File: src/rtl/fifo_burst_reader.sv
// Read-side burst controller for the sync FIFO: pops burst_len words and replays them
// as a valid/ready stream through a 2-entry buffer that hides the FIFO read latency.
module fifo_burst_reader #(
    parameter int DATA_WIDTH = 8,
    parameter int LEN_WIDTH  = 9
) (
    input  logic                  clk,
    input  logic                  reset,
    input  logic                  start,
    input  logic [LEN_WIDTH-1:0]  burst_len,
    output logic                  busy,
    output logic                  done,
    output logic                  fifo_rd_en,
    input  logic [DATA_WIDTH-1:0] fifo_data,
    input  logic                  fifo_empty,
    output logic                  out_valid,
    output logic [DATA_WIDTH-1:0] out_data,
    input  logic                  out_ready
);

    typedef enum logic [1:0] {
        ST_IDLE = 2'd0,
        ST_RUN  = 2'd1,
        ST_DONE = 2'd2
    } state_t;

    state_t                r_state;
    state_t                w_next_state;
    logic [LEN_WIDTH-1:0]  r_issue_left;
    logic [LEN_WIDTH-1:0]  r_deliver_left;
    logic                  r_inflight;
    logic [1:0]            r_buf_count;
    logic [DATA_WIDTH-1:0] r_buf_0;
    logic [DATA_WIDTH-1:0] r_buf_1;

    logic                  w_accept;
    logic                  w_start_burst;
    logic [2:0]            w_slots_used;
    logic                  w_rd_en;

    // Handshake, occupancy and pop qualifier
    always_comb begin
        w_accept      = (r_buf_count != 2'd0) && out_ready;
        w_start_burst = (r_state == ST_IDLE) && start && (burst_len != {LEN_WIDTH{1'b0}});
        // A word leaving this cycle frees its slot, which keeps the stream at one word per cycle.
        w_slots_used  = {1'b0, r_buf_count} + {2'b00, r_inflight} - {2'b00, w_accept};
        w_rd_en       = (r_state == ST_RUN) && (r_issue_left != {LEN_WIDTH{1'b0}}) &&
                        !fifo_empty && (w_slots_used < 3'd2);
    end

    // State register
    always_ff @(posedge clk or negedge reset) begin
        if (!reset) begin
            r_state <= ST_IDLE;
        end else begin
            r_state <= w_next_state;
        end
    end

    // Next-state logic
    always_comb begin
        w_next_state = r_state;
        case (r_state)
            ST_IDLE: begin
                if (start) begin
                    if (burst_len != {LEN_WIDTH{1'b0}}) begin
                        w_next_state = ST_RUN;
                    end else begin
                        w_next_state = ST_DONE;
                    end
                end else begin
                    w_next_state = ST_IDLE;
                end
            end
            ST_RUN: begin
                if (w_accept && (r_deliver_left == {{(LEN_WIDTH-1){1'b0}}, 1'b1})) begin
                    w_next_state = ST_DONE;
                end else begin
                    w_next_state = ST_RUN;
                end
            end
            ST_DONE: w_next_state = ST_IDLE;
            default: w_next_state = ST_IDLE;
        endcase
    end

    // Output decode
    always_comb begin
        busy       = (r_state == ST_RUN);
        done       = (r_state == ST_DONE);
        fifo_rd_en = w_rd_en;
        out_valid  = (r_buf_count != 2'd0);
        out_data   = r_buf_0;
    end

    // Counters, in-flight flag and the 2-entry output buffer
    always_ff @(posedge clk or negedge reset) begin
        if (!reset) begin
            r_issue_left   <= {LEN_WIDTH{1'b0}};
            r_deliver_left <= {LEN_WIDTH{1'b0}};
            r_inflight     <= 1'b0;
            r_buf_count    <= 2'd0;
            r_buf_0        <= {DATA_WIDTH{1'b0}};
            r_buf_1        <= {DATA_WIDTH{1'b0}};
        end else begin
            if (w_start_burst) begin
                r_issue_left   <= burst_len;
                r_deliver_left <= burst_len;
            end else begin
                if (w_rd_en) begin
                    r_issue_left <= r_issue_left - {{(LEN_WIDTH-1){1'b0}}, 1'b1};
                end
                if (w_accept) begin
                    r_deliver_left <= r_deliver_left - {{(LEN_WIDTH-1){1'b0}}, 1'b1};
                end
            end
            r_inflight <= w_rd_en;
            case ({r_inflight, w_accept})
                2'b10: begin
                    if (r_buf_count == 2'd0) begin
                        r_buf_0 <= fifo_data;
                    end else begin
                        r_buf_1 <= fifo_data;
                    end
                    r_buf_count <= r_buf_count + 2'd1;
                end
                2'b01: begin
                    r_buf_0     <= r_buf_1;
                    r_buf_count <= r_buf_count - 2'd1;
                end
                2'b11: begin
                    if (r_buf_count == 2'd1) begin
                        r_buf_0 <= fifo_data;
                    end else begin
                        r_buf_0 <= r_buf_1;
                        r_buf_1 <= fifo_data;
                    end
                end
                default: begin
                    r_buf_count <= r_buf_count;
                end
            endcase
        end
    end

endmodule

File: config.mk
export PLATFORM = sky130hd
export DESIGN_NAME = fifo_burst_reader
export DESIGN_NICKNAME = d
export VERILOG_FILES = /design/src/rtl/fifo_burst_reader.sv
export SDC_FILE = /design/constraint.sdc
export NUM_CORES = 1
export LEC_CHECK = 0
export BUFFER_PORTS_ARGS = -buffer_cell sky130_fd_sc_hd__buf_2
export CAP_MARGIN = 20
export CORE_MARGIN = 4
export CORE_UTILIZATION = 45
export CTS_BUF_LIST = sky130_fd_sc_hd__clkbuf_4 sky130_fd_sc_hd__clkbuf_8 sky130_fd_sc_hd__clkbuf_16
export DETAILED_ROUTE_END_ITERATION = 7
export MAX_ROUTING_LAYER = met4
export PLACE_DENSITY = 0.66
export SLEW_MARGIN = 40
export SYNTH_ARGS = -nofsm -noshare
export SYNTH_HDL_FRONTEND = slang
export SYNTH_SLANG_ARGS = --single-unit
File: constraint.sdc
create_clock -name clk -period 4.6 [get_ports clk]
set_input_delay 1.38 -clock clk [delete_from_list [all_inputs] [get_ports clk]]
set_output_delay 1.38 -clock clk [all_outputs]
set_load 0.02 [all_outputs]
Yosys cells after proc, flatten, opt, wreduce, memory -nomap -nowiden --
Cells that the tools add are included.
Storage, ports and cells: register bits 39, memories 0, memory bits (read-only) 0, bits in writable memories 0, input bits 22, logic and storage cells 59, bits in latches 0
Cells by class: shifts and indexed selects 0, $mul 0, reduce and logical (&&, ||, !) cells 20, div/mod/pow operators 0, $add $sub $neg 6, muxes and demuxes 15, order comparisons 1, bitwise logic cells 0, eq/ne operators 10
Operators by type and width (count):
- 9-bit two-way mux | 4
- 8-bit two-way mux | 4
- 8-bit case mux with 3 select lines | 1
- 9-bit nonzero test | 2
- 9-bit by 1-bit subtractor with 9-bit output, second input constant | 2
- 8-bit case mux with 2 select lines | 1
- 2-bit nonzero test | 5
- 9-bit by 1-bit == test with 1-bit output, second input constant | 1
- 2-bit case mux with 2 select lines | 2
- 1-bit logical AND | 7
- 2-bit by 1-bit == test with 1-bit output, second input constant | 3
- 2-bit == test, second input constant | 3
- 2-bit two-way mux | 3
- 2-bit inequality test, second input constant | 3
- 2-bit zero test | 2
- 2-bit by 1-bit adder with 3-bit output | 1
- 3-bit by 2-bit < comparator with 1-bit output, second input constant | 1
- 3-bit AND reduction | 1
- 3-bit nonzero test | 1
- 3-bit by 1-bit subtractor with 3-bit output | 1
- 2-bit by 1-bit adder with 2-bit output, second input constant | 1
- 2-bit AND reduction | 1
- 2-bit by 1-bit subtractor with 2-bit output, second input constant | 1
- 1-bit zero test | 1

Depth between registers and ports, before layout --
Gate-level depths: netlist of run 1.
depth in word-level cells 7, depth in mapped cells 12, depth with buffers taken out 10

Least setup slack after synthesis of run 1 --
Ideal clock, no wire load.
path kind in2out, from input port out_ready, to output port fifo_rd_en, path buffers 2, required time 3.220 ns, slack 0.199 ns, arrival time 3.021 ns, cell stages on the path 9, cell sequence nor2b_1 clkbuf_1 nor2_1 o21ai_0 fa_1 xnor2_1 nand4b_1 buf_2 nor2_1
Between the ends: cells in the longest elaborated chain, start to end 4
Ends and longest elaborated chain:
- from (decl) | RTL line 18 | input logic out_ready
- 1-bit logical AND | RTL line 43 | w_accept = (r_buf_count != 2'd0) && out_ready;
- 3-bit by 1-bit subtractor with 3-bit output | RTL line 46 | w_slots_used = {1'b0, r_buf_count} + {2'b00, r_inflight} - {2'b00, w_accept};
- 3-bit by 2-bit < comparator with 1-bit output | RTL line 48 | !fifo_empty && (w_slots_used < 3'd2);
- 1-bit logical AND | RTL line 48
- to (decl) | RTL line 13 | output logic fifo_rd_en,
No other way between the ends.

Worst setup path after layout of run 1 --
Ends and elaborated chain as after synthesis.

==> impl_metrics.json, run 1 <==
{
  "clock_latency_ns": 0.29,
  "hpwl_mm": 3.21,
  "peakVddDrop_mv": 0.327,
  "die_h_um": 76.7,
  "first_pass_iters": 4,
  "hold_violations": 0,
  "regArea_um2": 976,
  "reg2reg_from": "r_buf_count[1]$_DFFE_PN0P_",
  "regToRegEndpoint": "r_issue_left[4]$_DFFE_PN0P_",
  "rsz0062_at_grt": "false",
  "synth_top_area_share_pct": 46.0,
  "worst_pin_slew_ns": 0.573,
  "antenna_cells": 0,
  "grt_pass1_wl_mm": 7.49,
  "io_pins": 34,
  "r2r_cells": 11,
  "syn-mean-instance-area_um2": 10.3,
  "synth_flop_cell": "dfrtp_1",
  "syn2layout_area_growth_pct": 16.6,
  "startpoint": "out_ready",
  "fill_cells": 418,
  "numCtsBuffers": 5,
  "switchingPower_mw": 0.665,
  "cts-root-buf": "clkbuf_8",
  "cts_setup_buffers": 0,
  "comb_power_share_pct": 44.4,
  "cp-start-kind": "input port",
  "clk_transition_reported_paths_ns": 0.07,
  "drc_errors": 0,
  "hold_depth": 2,
  "max_freq_ghz": 0.230,
  "cts_resized": 0,
  "synth_warnings": 0,
  "worst_ep_arrival_time_ns": 2.96,
  "ant_nets": 0,
  "antenna_found_initial": 0,
  "fin_skew_ns": 0.00220,
  "final_nets": 270,
  "cp_max_fo": 4,
  "timing_worst_setup_path_type": "input port to output port",
  "synth_area_leader_cell": "dfrtp_1",
  "tns_ns": 0,
  "hp-class": "flop to flop",
  "grt_max_degree": 40,
  "synth_cells": 205,
  "synth_area_leaders": "dfrtp_1 (46%), nand2_1 (5.0%), mux2i_1 (4.2%), mux2_2 (4.2%), o21ai_1 (3.5%)",
  "dieArea_um2": 5880,
  "internal_power_mw": 1.02,
  "status": "finished, final reports clean",
  "core-area_um2": 4440,
  "crit_slowest_cell": "fa_1",
  "synth_nets": 233,
  "max_stage_delay_ns": 0.39,
  "drive_above_1_share_pct": 27.2,
  "whs_endpoint": "out_data[3]$_DFFE_PN0P_",
  "viasPerCell": 5.46,
  "slew_headroom_pct": 61.5,
  "p_sw_share_pct": 39.3,
  "synth-edff-count": 0,
  "cp-end-kind": "output port",
  "synth.top_cells.by_count": "dfrtp_1 (39), nand2_1 (28), o21ai_1 (15)",
  "clock_power_share_pct": 17.3,
  "cap_violations": 0,
  "grt_pass1_vias": 1599,
  "finalCritPeriodShare_pct": 94.5,
  "port_buffers": 33,
  "critical_path_required_ns": 3.22,
  "power.leakage_nw": 1.10,
  "multi_input_area_um2": 1090,
  "setup_viol": 0,
  "grt_usage_pct": 16.2,
  "wire_per_inst_um": 14.6,
  "start_util_pct": 47.7,
  "place_congestion": 0.843,
  "first_iter_violations": 66,
  "clockBufferDepth": 2,
  "synthesis.area_um2": 2120,
  "final_max_slew_viol_count": 0,
  "grt_overflow": 0,
  "rows": 24,
  "crit_chain": "buf_2 -> nand2b_1 -> nor2_1 -> o21ai_0 -> fa_1 -> xnor2_1 -> nand4b_1 -> nor2_1 -> buf_2",
  "finalHoldWorstSlack_ns": 0.477,
  "seq_area_frac_synth_pct": 46.0,
  "routed_wl_mm": 4.30,
  "clock_sinks": 39,
  "num_vias": 1611,
  "min-delay-start": "out_data[3]$_DFFE_PN0P_",
  "synth_seq_cells": 39,
  "fp.dieW_um": 76.7,
  "ff2ff_setup_slack_ns": 1.63,
  "tritoncts": "done",
  "synth-async-reset-ratio_pct": 100,
  "pwr-share-seq_pct": 38.2,
  "synth.most_common_cell": "dfrtp_1",
  "synth.distinct_cells": 48,
  "ctsHoldBuffers": 0,
  "layout_min_cycle_time_ns": 4.34,
  "cts_max_level": 2,
  "power_density_nw_per_um2": 683
}
## cell usage in the layout, fill, tap and decap left out, types with 2 or more instances in the layout
cell / count
nor4_1: 3
clkbuf_8: 6
dfrtp_1: 39
a21oi_1: 4
o211ai_1: 2
nor4b_2: 3
nor2_1: 11
o31ai_1: 2
xor2_1: 6
ha_1: 5
and3_1: 2
a211oi_1: 4
nand2_1: 28
o311ai_1: 2
inv_1: 7
nand2b_1: 3
nand3_1: 5
mux2i_1: 9
buf_4: 5
buf_2: 32
nor3_1: 3
o21ai_1: 15
and4b_1: 2
o21ai_0: 3
nor2b_1: 2
mux2_2: 8
a221o_1: 5
xnor2_1: 4
## sequential cells by signal, indices dropped and copies added, names as in the netlist
signal	flops
r_issue_left	9
r_state	2
r_inflight	1
r_buf_count	2
r_deliver_left	9
out_data	8
r_buf_1	8
## per-layer routing
metal | part of all wire (%) | global-route usage, %
met1 | 50 | 22.8
met4 | 1.5 | 4.35
met2 | 45 | 23.4
met3 | 3.7 | 4.22
met5 | 0 | -
## power groups by stage
stage / registers [mW] / clock network (mW) / logic (mW)
global placement: 0.649 / 0 / 0.738
floorplan: 0.656 / 0 / 0.548
global route: 0.669 / 0.317 / 0.851
finish: 0.646 / 0.293 / 0.751
CTS: 0.645 / 0.303 / 0.758
detailed placement: 0.652 / 0 / 0.755
## cells by family after synthesis
logic type	count (synthesis)	share of synthesized area [%]
AND/OR/NAND/NOR	73	19.3
AO/OA/AOI/OAI	45	15.2
flip-flops	39	46.0
multiplexers	17	8.50
buffers and inverters	15	2.95
XOR/XNOR	10	4.13
adder cells (fa/ha/maj)	6	3.89
## how the worst max path moves through the flow
stage	to	cells after the start
after global routing	fifo_rd_en	9
after detailed placement	fifo_rd_en	9
after global placement	fifo_rd_en	9
final	fifo_rd_en	9
after floorplan	fifo_rd_en	9
after CTS	fifo_rd_en	9
## critical path: cells and delay by family
family	cells	cell delay, ns
fa+ha+maj	1	0.39
xor+xnor	1	0.17
buf+inv	2	0.30
simple gates	4	0.57
compound gates	1	0.15
## metrics by stage
step / instance area (um2) / util, % / std cells / worst slack [ns] / power (mW)
6_report: 2470 / 55.7 / 295 / 0.255 / 1.69
5_1_grt: 2470 / 55.7 / 295 / 0.0828 / 1.84
4_1_cts: 2470 / 55.5 / 295 / 0.243 / 1.71
3_5_place_dp: 2350 / 52.9 / 287 / 0.254 / 1.41
3_3_place_gp: 2350 / 52.8 / 287 / 0.283 / 1.39
2_1_floorplan: 2120 / - / 205 / 0.199 / 1.20
## final cells by class
class,instances,area share [%]
Sequential cell,39,39.5
Multi-Input combinational cell,151,44.0
Inverter,8,1.21
Clock buffer,6,3.34
Timing Repair Buffer,37,7.99
Tap cell,52,2.63
Clock inverter,2,1.42
(Power assumes the default switching activity.)
==> inputs of run 2 (changes only) <==
- clock period: 4.6 -> 5.2 ns (I/O delays scaled with it)
==> impl_metrics.json, run 2 (synthesized netlist as in run 1, its figures left out) <==
{
  "worst_pin_slew_ns": 0.667,
  "regArea_um2": 976,
  "tritoncts": "done",
  "power_density_nw_per_um2": 608,
  "first_pass_iters": 4,
  "layout_min_cycle_time_ns": 4.86,
  "hp-class": "flop to flop",
  "port_buffers": 33,
  "die_h_um": 76.7,
  "rows": 24,
  "p_sw_share_pct": 39.8,
  "place_congestion": 0.821,
  "finalCritPeriodShare_pct": 93.5,
  "layout_commonest_cell": "dfrtp_1",
  "largestRegisters": "r_deliver_left x9, r_issue_left x9",
  "cp_max_fo": 7,
  "routed_wl_mm": 4.41,
  "grt_overflow": 0,
  "worst_ep_arrival_time_ns": 3.30,
  "first_iter_violations": 93,
  "fin_area_um2": 2450,
  "startpoint": "out_ready",
  "clockBufferDepth": 2,
  "fill_cells": 409,
  "num_vias": 1601,
  "antenna_found_initial": 0,
  "grt_pass1_vias": 1602,
  "fp.dieW_um": 76.7,
  "p_total_mw": 1.49,
  "fin_skew_ns": 0.00330,
  "slew_headroom_pct": 55.5,
  "reg2reg_from": "r_buf_count[1]$_DFFE_PN0P_",
  "cts_setup_buffers": 0,
  "cap_violations": 0,
  "dieArea_um2": 5880,
  "postPlaceCellArea_um2": 2330,
  "power.leakage_nw": 1.09,
  "ctsHoldBuffers": 0,
  "max_freq_ghz": 0.206,
  "setup_viol": 0,
  "drc_errors": 0,
  "critical_path_required_ns": 3.64,
  "wire_per_inst_um": 15.1,
  "clock_sinks": 39,
  "viasPerCell": 5.48,
  "core-area_um2": 4440,
  "peakVddDrop_mv": 0.304,
  "numCtsBuffers": 5,
  "ant_nets": 0,
  "tns_ns": 0,
  "io_pins": 34,
  "antenna_cells": 0,
  "pwr-share-seq_pct": 38.4,
  "syn2layout_area_growth_pct": 15.8,
  "drive_above_1_share_pct": 26.7,
  "rsz0062_at_grt": "false",
  "cts-root-buf": "clkbuf_8",
  "dp.cells": 284,
  "grt_pass1_wl_mm": 7.61,
  "clk_transition_reported_paths_ns": 0.07,
  "cp-start-kind": "input port",
  "cp-end-kind": "output port",
  "hpwl_mm": 3.22,
  "clock_power_share_pct": 17.6,
  "switchingPower_mw": 0.594,
  "mostFrequentLayoutCells": "dfrtp_1 (39), buf_2 (32), nand2_1 (28), o21ai_1 (15), nor2_1 (11)",
  "stdcell_count": 292,
  "multi_input_area_um2": 1090,
  "hold_violations": 0,
  "final_max_slew_viol_count": 0,
  "grt_usage_pct": 16.5,
  "grt_max_degree": 40,
  "start_util_pct": 47.7,
  "clock_latency_ns": 0.29,
  "cts_resized": 0,
  "finalHoldWorstSlack_ns": 0.477,
  "final_nets": 267,
  "min-delay-start": "out_data[7]$_DFFE_PN0P_",
  "timing_worst_setup_path_type": "input port to output port",
  "status": "finished, final reports clean",
  "comb_power_share_pct": 44.0,
  "internal_power_mw": 0.899,
  "cts_max_level": 2
}
-- run 2: cell type report --
type | instances | area share (%)
Multi-Input combinational cell | 151 | 44.4
Inverter | 8 | 1.22
Timing Repair Buffer | 34 | 7.14
Tap cell | 52 | 2.65
Sequential cell | 39 | 39.8
Clock buffer | 6 | 3.36
Clock inverter | 2 | 1.43
-- run 2: per-layer routing --
layer,track usage (%),share of wire (%)
met1,22.5,49
met2,24.3,45
met3,3.51,3.5
met4,5.98,1.8
met5,-,0
-- run 2: worst max-delay path: stages --
cell and delay [ns]:
buf_2 0.11, nand2b_1 0.15, nor2_1 0.24, o21ai_0 0.15
fa_1 0.40, xnor2_1 0.20, nand4b_1 0.15, nor2_1 0.16
buf_2 0.18
-- run 2: worst paths after layout --
kind / slack (ns) / depth (start not counted) / to
min in group asynchronous: 1.23 / 1 / r_issue_left[0]$_DFFE_PN0P_
max in group asynchronous: 3.63 / 1 / r_buf_1[7]$_DFFE_PN0P_
hold / removal: 0.48 / 2 / out_data[7]$_DFFE_PN0P_
hold reg to reg: 0.48 / 2 / out_data[7]$_DFFE_PN0P_
setup / recovery: 0.34 / 9 / fifo_rd_en
setup reg to reg: 2.06 / 11 / r_issue_left[4]$_DFFE_PN0P_
-- run 2: through the flow --
step / util [%] / setup slack (ns)
final: 55.2 / 0.339
after floorplan: - / 0.439
after CTS: 55.1 / 0.324
after detailed placement: 52.5 / 0.361
after global routing: 55.2 / 0.171
after global placement: 52.3 / 0.418
-- run 2: power by group through the flow --
| stage | Combinational [mW] | Clock, mW | Sequential, mW |
|---|---|---|---|
| floorplan | 0.485 | 0 | 0.580 |
| global route | 0.741 | 0.279 | 0.594 |
| detailed placement | 0.658 | 0 | 0.578 |
| finish | 0.656 | 0.263 | 0.573 |
| global placement | 0.641 | 0 | 0.574 |
| CTS | 0.663 | 0.268 | 0.573 |
